$ cat src/rtl/control_carros.sv
// control_carros: game sequencer for the car-dodging display (ESPERA/JUEGO/CHOQUE), moves
//   two obstacles and the player once per frame, detects collisions, keeps a saturating score.
// Latency: every state update happens on the iFrameTick cycle and is visible on the outputs
//   the following cycle. There is no backpressure; outputs hold steady for a whole frame.
// Ports:
//   clk, reset (sync, active high), iFrameTick (frame pulse), iStart (level, sampled on tick),
//   iIzq/iDer (debounced buttons) -> oPintarCarros/oPintarJugador (paint enables),
//   oPosicionX1..X3/Y1..Y3 (obstacle boxes, X3/Y3 = wrap tail), oPosicionJugador, oPuntaje, oChoque.
// Optional build macro: CARROS_ACELERACION_EN (obstacle step grows with the score, capped at 15).
module control_carros #(
  parameter int LANE0_X      = 215,
  parameter int LANE1_X      = 340,
  parameter int SPEED        = 4,
  parameter int PLAYER_STEP  = 3,
  parameter int CRASH_FRAMES = 96
) (
  input  logic       clk,
  input  logic       reset,
  input  logic       iFrameTick,
  input  logic       iStart,
  input  logic       iIzq,
  input  logic       iDer,
  output logic       oPintarCarros,
  output logic       oPintarJugador,
  output logic [9:0] oPosicionX1,
  output logic [9:0] oPosicionX2,
  output logic [9:0] oPosicionX3,
  output logic [8:0] oPosicionY1,
  output logic [8:0] oPosicionY2,
  output logic [8:0] oPosicionY3,
  output logic [8:0] oPosicionJugador,
  output logic [7:0] oPuntaje,
  output logic       oChoque
);

  typedef enum logic [1:0] {ESPERA = 2'd0, JUEGO = 2'd1, CHOQUE = 2'd2} state_t;

  localparam logic [9:0] L0       = 10'(LANE0_X);
  localparam logic [9:0] L1       = 10'(LANE1_X);
  localparam logic [8:0] PX_RESET = 9'd277;
  localparam logic [8:0] PX_MIN   = 9'd215;
  localparam logic [8:0] PX_MAX   = 9'd340;
  localparam logic [8:0] PSTEP    = 9'(PLAYER_STEP);
  localparam logic [7:0] CNT_LAST = 8'(CRASH_FRAMES - 1);

  state_t      r_state, w_state_next;
  logic [8:0]  r_y1, r_y2, r_px;
  logic [9:0]  r_x1, r_x2;
  logic [7:0]  r_score, r_lfsr, r_cnt;

  // Player box is fixed vertically at 340..429; obstacle boxes are 85x90.
  function automatic logic f_hit(input logic [9:0] ox, input logic [8:0] oy, input logic [8:0] px);
    logic [10:0] v_ox, v_oy, v_px;
    v_ox = {1'b0, ox};
    v_oy = {2'b00, oy};
    v_px = {2'b00, px};
    return (v_px <= v_ox + 11'd84) && (v_ox <= v_px + 11'd84) &&
           (v_oy + 11'd89 >= 11'd340) && (v_oy <= 11'd429);
  endfunction

  logic       w_tick_ok;
  logic       w_collision;
  logic       w_cnt_last;
  logic [4:0] w_step;
  logic [9:0] w_s1, w_s2, w_s1m, w_s2m;
  logic       w_wrap1, w_wrap2;
  logic [9:0] w_lane;
  logic [8:0] w_score_sum;
  logic [7:0] w_score_next;
  logic [8:0] w_px_next;
  logic [9:0] w_px_right;
  logic [7:0] w_lfsr_next;

  assign w_tick_ok   = iFrameTick;
  assign w_collision = f_hit(r_x1, r_y1, r_px) | f_hit(r_x2, r_y2, r_px);
  assign w_cnt_last  = (r_cnt == CNT_LAST);

`ifdef CARROS_ACELERACION_EN
  // One extra pixel per 8 points, never beyond a total step of 15.
  localparam logic [4:0] BONUS_CAP = 5'(15 - SPEED);
  logic [4:0] w_bonus;
  assign w_bonus = (r_score[7:3] > BONUS_CAP) ? BONUS_CAP : r_score[7:3];
  assign w_step  = 5'(SPEED) + w_bonus;
`else
  assign w_step  = 5'(SPEED);
`endif

  assign w_s1    = {1'b0, r_y1} + {5'b0, w_step};
  assign w_s2    = {1'b0, r_y2} + {5'b0, w_step};
  assign w_s1m   = w_s1 - 10'd480;
  assign w_s2m   = w_s2 - 10'd480;
  assign w_wrap1 = (w_s1 >= 10'd480);
  assign w_wrap2 = (w_s2 >= 10'd480);
  // Both obstacles that wrap on the same frame share the lane pick.
  assign w_lane  = r_lfsr[0] ? L1 : L0;

  assign w_score_sum  = {1'b0, r_score} + {8'b0, w_wrap1} + {8'b0, w_wrap2};
  assign w_score_next = w_score_sum[8] ? 8'hFF : w_score_sum[7:0];

  assign w_px_right = {1'b0, r_px} + {1'b0, PSTEP};
  always_comb begin
    w_px_next = r_px;
    if (iIzq && !iDer) begin
      w_px_next = (r_px >= PX_MIN + PSTEP) ? (r_px - PSTEP) : PX_MIN;
    end else if (iDer && !iIzq) begin
      w_px_next = (w_px_right >= {1'b0, PX_MAX}) ? PX_MAX : w_px_right[8:0];
    end
  end

  // Fibonacci LFSR for x^8+x^6+x^5+x^4+1, shifting towards the MSB.
  assign w_lfsr_next = {r_lfsr[6:0], r_lfsr[7] ^ r_lfsr[5] ^ r_lfsr[4] ^ r_lfsr[3]};

  // State register
  always_ff @(posedge clk) begin
    if (reset) r_state <= ESPERA;
    else       r_state <= w_state_next;
  end

  // Next-state logic
  always_comb begin
    w_state_next = r_state;
    case (r_state)
      ESPERA:  if (w_tick_ok && iStart)     w_state_next = JUEGO;
      JUEGO:   if (w_tick_ok && w_collision) w_state_next = CHOQUE;
      CHOQUE:  if (w_tick_ok && w_cnt_last)  w_state_next = ESPERA;
      default: w_state_next = ESPERA;
    endcase
  end

  // Per-frame datapath
  always_ff @(posedge clk) begin
    if (reset) begin
      r_y1    <= 9'd0;
      r_y2    <= 9'd240;
      r_x1    <= L0;
      r_x2    <= L1;
      r_px    <= PX_RESET;
      r_score <= 8'd0;
      r_lfsr  <= 8'hA5;
      r_cnt   <= 8'd0;
    end else if (w_tick_ok) begin
      r_lfsr <= w_lfsr_next;
      case (r_state)
        ESPERA: begin
          if (iStart) begin
            r_y1    <= 9'd0;
            r_y2    <= 9'd240;
            r_x1    <= L0;
            r_x2    <= L1;
            r_px    <= PX_RESET;
            r_score <= 8'd0;
          end
        end
        JUEGO: begin
          // A hit freezes everything, including any wrap that would have happened.
          if (!w_collision) begin
            r_y1    <= w_wrap1 ? w_s1m[8:0] : w_s1[8:0];
            r_y2    <= w_wrap2 ? w_s2m[8:0] : w_s2[8:0];
            if (w_wrap1) r_x1 <= w_lane;
            if (w_wrap2) r_x2 <= w_lane;
            r_score <= w_score_next;
            r_px    <= w_px_next;
          end
        end
        CHOQUE: begin
          r_cnt <= w_cnt_last ? 8'd0 : r_cnt + 8'd1;
        end
        default: r_cnt <= 8'd0;
      endcase
    end
  end

  // Output logic
  always_comb begin
    oPintarCarros  = 1'b0;
    oPintarJugador = 1'b1;
    oChoque        = 1'b0;
    case (r_state)
      JUEGO: oPintarCarros = 1'b1;
      CHOQUE: begin
        oPintarCarros  = 1'b1;
        oPintarJugador = ~r_cnt[3];
        oChoque        = 1'b1;
      end
      default: ;
    endcase
  end

  assign oPosicionX1      = r_x1;
  assign oPosicionX2      = r_x2;
  assign oPosicionX3      = r_x1;
  assign oPosicionY1      = r_y1;
  assign oPosicionY2      = r_y2;
  assign oPosicionY3      = 9'd0;
  assign oPosicionJugador = r_px;
  assign oPuntaje         = r_score;

endmodule
$ cat config.mk
export PLATFORM = sky130hd
export DESIGN_NAME = control_carros
export DESIGN_NICKNAME = d
export VERILOG_FILES = /design/src/rtl/control_carros.sv
export SDC_FILE = /design/constraint.sdc
export NUM_CORES = 1
export LEC_CHECK = 0
export ABC_AREA = 1
export BUFFER_PORTS_ARGS = -buffer_cell sky130_fd_sc_hd__buf_4
export CORE_ASPECT_RATIO = 0.5
export CORE_UTILIZATION = 40
export DETAILED_ROUTE_END_ITERATION = 8
export HOLD_SLACK_MARGIN = 0.02
export PLACE_DENSITY = 0.62
export SKIP_CTS_REPAIR_TIMING = 1
export SYNTH_ARGS = -nofsm -noshare
export SYNTH_HDL_FRONTEND = slang
export SYNTH_SLANG_ARGS = --single-unit
$ cat constraint.sdc
create_clock -name clk -period 2.8 [get_ports clk]
set_input_delay 0.56 -clock clk [delete_from_list [all_inputs] [get_ports clk]]
set_output_delay 0.56 -clock clk [all_outputs]
set_load 0.03 [all_outputs]
Yosys cells after proc, flatten, opt, wreduce, memory -nomap -nowiden
Index checks and enable logic that the tools add are counted.

Logic and storage cells: 112. Output and inout bits: 77. Flip-flop bits (word level): 73.

$lt $le $gt $ge: 12. Equal/unequal tests: 11. Multiplexer cells: 37. Reduce and logical (&&, ||, !) cells: 23. Add/subtract/negate cells: 14. Bitwise operators: 6.

Operator list (number): 2-to-1 mux 9 bit (13); 2-to-1 mux 10 bit (6); one-hot mux 9 bit (2 select lines) (3); greater-or-equal comparator 10 x 9 -> 1 bit (second input constant) (5); one-hot mux 10 bit (2 select lines) (2); 2-to-1 mux 8 bit (4); one-hot mux 8 bit (2 select lines) (2); adder 9 x 7 -> 10 bit (second input constant) (3); adder 10 x 7 -> 11 bit (second input constant) (2); less-or-equal comparator 9 x 11 -> 1 bit (2); adder 9 x 3 -> 10 bit (second input constant) (2); less-or-equal comparator 9 bit (second input constant) (2); subtractor 9 bit (second input constant) (2); AND reduction 5 bit (3); != test 2 bit (second input constant) (7); less-or-equal comparator 10 x 11 -> 1 bit (1); logical AND 1 bit (11); adder 9 x 2 -> 10 bit (second input constant) (1); less-or-equal comparator 10 bit (1); adder 8 x 1 -> 9 bit (1); adder 9 x 1 -> 9 bit (1); greater-or-equal comparator 9 x 8 -> 1 bit (second input constant) (1); subtractor 9 x 2 -> 9 bit (second input constant) (1); adder 8 x 1 -> 8 bit (second input constant) (1); other kinds (17) (26).

Longest topological paths before layout
Depth after elaboration: 9. Depth in mapped cells: 22. Gate-level depth less buffers: 20.

Worst setup path after synthesis
OpenSTA, ideal clock, no wires.

Path type: register to register. From: register r_y1[4], in the netlist oPosicionY1[4]. To: register r_score[3], in the netlist oPuntaje[3]. Cell stages (with the launch flop): 20. Path slack: -0.391 ns. Path buffers: 0. Arrival: 3.121 ns. Required time: 2.730 ns. Path through: dfxtp_1 > nand3_1 > nor2_1 > nand2_1 > xor2_1 > nor2_1 > nand3_1 > nand2_1 > inv_1 > fa_1 > inv_1 > ha_1 > nand2_1 > nor3_1 > nand2_1 > nor2_1 > o21ai_0 > nand3_1 > nand2_1 > a21oi_1.

Longest elaborated chain between the ends: 7. Elaborated cells on any way between the ends: 15.

Ends and longest elaborated chain: start, declared (RTL line 47) `logic [8:0] r_y1, r_y2, r_px;`; start signal, assigned (RTL line 157) `r_y1 <= w_wrap1 ? w_s1m[8:0] : w_s1[8:0];`; adder 9 x 3 -> 10 bit or adder 9 x 7 -> 10 bit (tied branches) (RTL line 88, 58); greater-or-equal comparator 10 x 9 -> 1 bit (on tied branches) (RTL line 92, 58); adder 8 x 1 -> 9 bit or logical AND 1 bit (tied branches) (RTL line 97, 57); adder 9 x 1 -> 9 bit or logical AND 1 bit (tied branches) (RTL line 97, 58); 2-to-1 mux 8 bit or bitwise OR 1 bit (tied branches) (RTL line 98, 75); 2-to-1 mux 8 bit or != test 2 bit (tied branches); one-hot mux 8 bit (2 select lines) or AND reduction 4 bit (tied branches); end signal, assigned (RTL line 161) `r_score <= w_score_next;`; end, declared (RTL line 49) `logic [7:0] r_score, r_lfsr, r_cnt;`.

Parallel ways exist; a longest one is shown, timed or not. The select of a mux whose other input is x is not followed. A chain may end at the register's enable or synchronous reset.

Worst setup path after layout
From: register r_y2[3], in the netlist oPosicionY2[3]. To: register r_score[7], in the netlist oPuntaje[7].

Longest elaborated chain between the ends: 7. Elaborated cells on any way between the ends: 14.

Ends and longest elaborated chain: start, declared (RTL line 47); start signal, assigned (RTL line 158) `r_y2 <= w_wrap2 ? w_s2m[8:0] : w_s2[8:0];`; branches (longest 7 deep; another with adder 9 x 3 -> 10 bit).

Several ways; the timed one is not identified. The select of a mux whose other input is x is not followed.

==> impl_metrics.yaml <==
clock_network:
  root_buffer: "clkbuf_16"
  numCtsBuffers: 5
  htree_levels: 2
  clk_pin_slew_ns: 0.08
  cts_sinks: 53
  cts.path.max_buffers: 2
  clk_latency_ns: 0.30
  cts_tree: "done"
sta:
  timing.slew.headroom: 0.522
  timing.final.hold_violations: 0
  rsz0062_at_grt: "yes"
  max_freq_mhz: 355
  worst_pin_slew_ns: 0.709
  totalNegativeSetupSlack_ns: -0.0163
  setup-violations-final: 1
  slew_violations: 0
  setup_ws_ns: -0.0163
  finalCriticalPeriod_ns: 2.82
  post-route-period-util: 1.01
  hold_slack_ns: 0.462
  skew_ns: 0.0110
global_routing:
  grt_pass1_wl_um: 20300
  grt_max_degree: 30
  antenna_found_initial: 0
  grt_overflow: 0
  grt_pass1_vias: 4267
  grt_usage: 0.204
synthesis:
  synth_top_family_by_area: "simple AND/OR/NAND/NOR gates"
  synth_common_cells: "187 x nand2_1, 88 x inv_1, 73 x nor2_1"
  syn_area_per_cell_sq_um: 6.35
  ys_top_cells_by_area: "dfxtp_1 22%, nand2_1 15%, ha_1 11%"
  synth_compound_gate_area_share: 0.110
  synth_async_sr_flop_share: 0
  synth_xor_area_frac: 0.0439
  synthMuxAreaShare: 0
  ys_ff_latch: 53
  synth_edf_count: 0
  synth.most_common_cell: "nand2_1"
  yosys.area.top_type: "dfxtp_1"
  syn_inst: 755
  synth_area_sq_mm: 0.00479
  synth_ff_type: "dfxtp_1"
  ys_seq_area_frac: 0.221
  synth_cell_types: 38
  yosysWarningCount: 0
  synthSimpleGateAreaFrac: 0.346
  netlist.area_leader.share: 0.221
  synth-adder-area-share: 0.111
hold_path:
  hp-class: "register to register"
finish:
  area_delta_synth_final_pct: 22.2
  n_antenna_cell: 0
  utilization: 0.518
  final_cell_count_no_fill: 993
  fillCellCount: 1140
  final_layout_size_suffix_gt1_frac: 0.216
  final_cell_area_sq_mm: 0.00586
  final_nets: 881
worst_setup_path:
  crit_fanout: 5
  worstSetupEndpoint: "oPuntaje[7]"
  ff2ff_setup_slack_ns: -0.02
  cpMaxStageDelayCell: "nor4_1"
  critPathTopFamily: "simple AND/OR/NAND/NOR gates"
  cp_slowest_stage_delay_ns: 0.48
  start_kind: "register"
  crit_type: "register to register"
  crit_path_start: "oPosicionY2[3]"
  reg2reg_depth: 14
  r2r_start: "oPosicionY2[3]"
  cp_num_cells: 14
  crit_required_ns: 2.98
  critPathCaptureType: "register"
  cp_num_buf_inv: 1
  reg2reg_to: "oPuntaje[7]"
  cp_cell_sequence: "ha_4, nand2_4, nor3_4, xor2_2, nand3_1, nand2_1, inv_2, fa_2, nor4_1, nand3_1, nor3_1, a21oi_1, nand4_1, a21oi_1"
  arrival_ns: 3.00
placed_design:
  dp_hpwl_um: 9250
  place_congestion: 0.904
  post-place-cells: 973
  dp_slack_ns: -0.0641
  numPortBuffers: 51
  place_area_sq_mm: 0.00549
route:
  drt-pass1-iter-count: 5
  wl_um: 12600
  via_per_inst: 4.88
  drtIter0Drc: 200
  drc_errors: 0
  drtAntennaViolNets: 0
  vias: 4850
  wire_per_inst_um: 12.6
pwr:
  switching_share: 0.520
  powerDensity_mw_per_mm2: 936
  seqPwrFrac: 0.210
  switching_power_mw: 2.85
  ir_drop_v: 0.000446
  clock_power_share: 0.120
  p_leak_nw: 2.90
  power_mw: 5.48
  intPower_mw: 2.63
  p_comb_frac: 0.670
die:
  dieArea_sq_mm: 0.0125
  die_height_um: 79.4
  core.rowCount: 27
  core_sq_mm: 0.0113
  initial_utilization: 0.424
  io_pins: 83
  die_w_um: 157
status:
  violations: "setup timing"
  status: "finished, violations left"
run:
  drv_cap: 0
[worst reg2reg max path: stages (launching register included)]
cell and delay [ns]:
dfxtp_4 0.40, ha_4 0.16, nand2_4 0.06, nor3_4 0.20
xor2_2 0.18, nand3_1 0.12, nand2_1 0.12, inv_2 0.05
fa_2 0.38, nor4_1 0.48, nand3_1 0.17, nor3_1 0.16
a21oi_1 0.06, nand4_1 0.09, a21oi_1 0.06
[flip-flops by register name, summed over array words and instances (netlist names)]
signal,flops
oPuntaje,8
r_lfsr,8
oPosicionJugador,9
oPosicionX1,2
r_state,2
oPosicionY1,7
r_cnt,8
oPosicionX2,2
oPosicionY2,7
[power groups by stage]
stage | combinational [mW] | sequential, mW | clock [mW]
finish | 3.68 | 1.15 | 0.656
global route | 4.12 | 1.17 | 0.708
CTS | 3.51 | 1.14 | 0.672
detailed placement | 3.49 | 1.15 | 0
global placement | 3.48 | 1.15 | 0
floorplan | 2.26 | 1.40 | 0
[cells in the final DEF, fill, tap and decap left out, types with 3 or more instances in the layout]
cell	netlist	layout
nor2_4	0	3
nor2_2	2	3
nand3_1	68	67
o21bai_1	4	4
xor2_1	21	17
nand2_4	2	3
o21ai_0	35	31
nand4_1	19	19
nand2_1	187	180
a21oi_2	0	4
nand2_2	6	11
xor2_2	0	4
buf_6	6	3
inv_1	88	84
conb_1	2	31
a31oi_1	3	3
ha_1	41	37
clkbuf_16	0	5
dfxtp_1	53	40
buf_4	43	101
xnor2_1	3	3
dfxtp_4	0	9
nor3_1	12	11
dfxtp_2	0	4
inv_2	3	7
a21oi_1	43	39
o21ai_1	4	7
ha_4	0	4
nor2_1	73	69
or2_2	6	6
[metal layers]
layer	GRT usage	vias up	wire [um]
met5	0	-	0
met1	0.273	2189	6230
met4	0.0549	0	158
met3	0.0337	14	681
li1	-	2512	-
met2	0.341	135	5490
[cell families (layout without fill, tap and decap cells)]
kind of cell,Yosys count,in the layout
other,2,31
buffers and inverters,155,205
adder cells (fa/ha/maj),42,42
AO/OA/AOI/OAI,98,98
XOR/XNOR,24,24
flip-flops,53,53
AND/OR/NAND/NOR,381,381
[how the worst min path moves through the flow]
stage,from,cells past startpoint,end,slack [ns]
floorplan,r_lfsr[2],2,r_lfsr[2],0.43
global placement,r_lfsr[2],2,r_lfsr[2],0.44
detailed placement,r_lfsr[2],2,r_lfsr[2],0.45
CTS,r_lfsr[2],2,r_lfsr[2],0.47
finish,r_lfsr[2],2,r_lfsr[2],0.46
global route,r_lfsr[2],2,r_lfsr[2],0.49
[layout make-up]
class / instances / area (sq um) / share of cell area
sequential: 53 / 1100 / 0.188
inverter: 92 / 348 / 0.0594
tap: 159 / 199 / 0.0340
clock buffer: 5 / 125 / 0.0214
clock inverter: 3 / 28.8 / 0.00491
timing repair buffer: 105 / 812 / 0.139
multi-input combinational: 576 / 3250 / 0.554
Note: power is estimated with default switching activity, not from simulation.
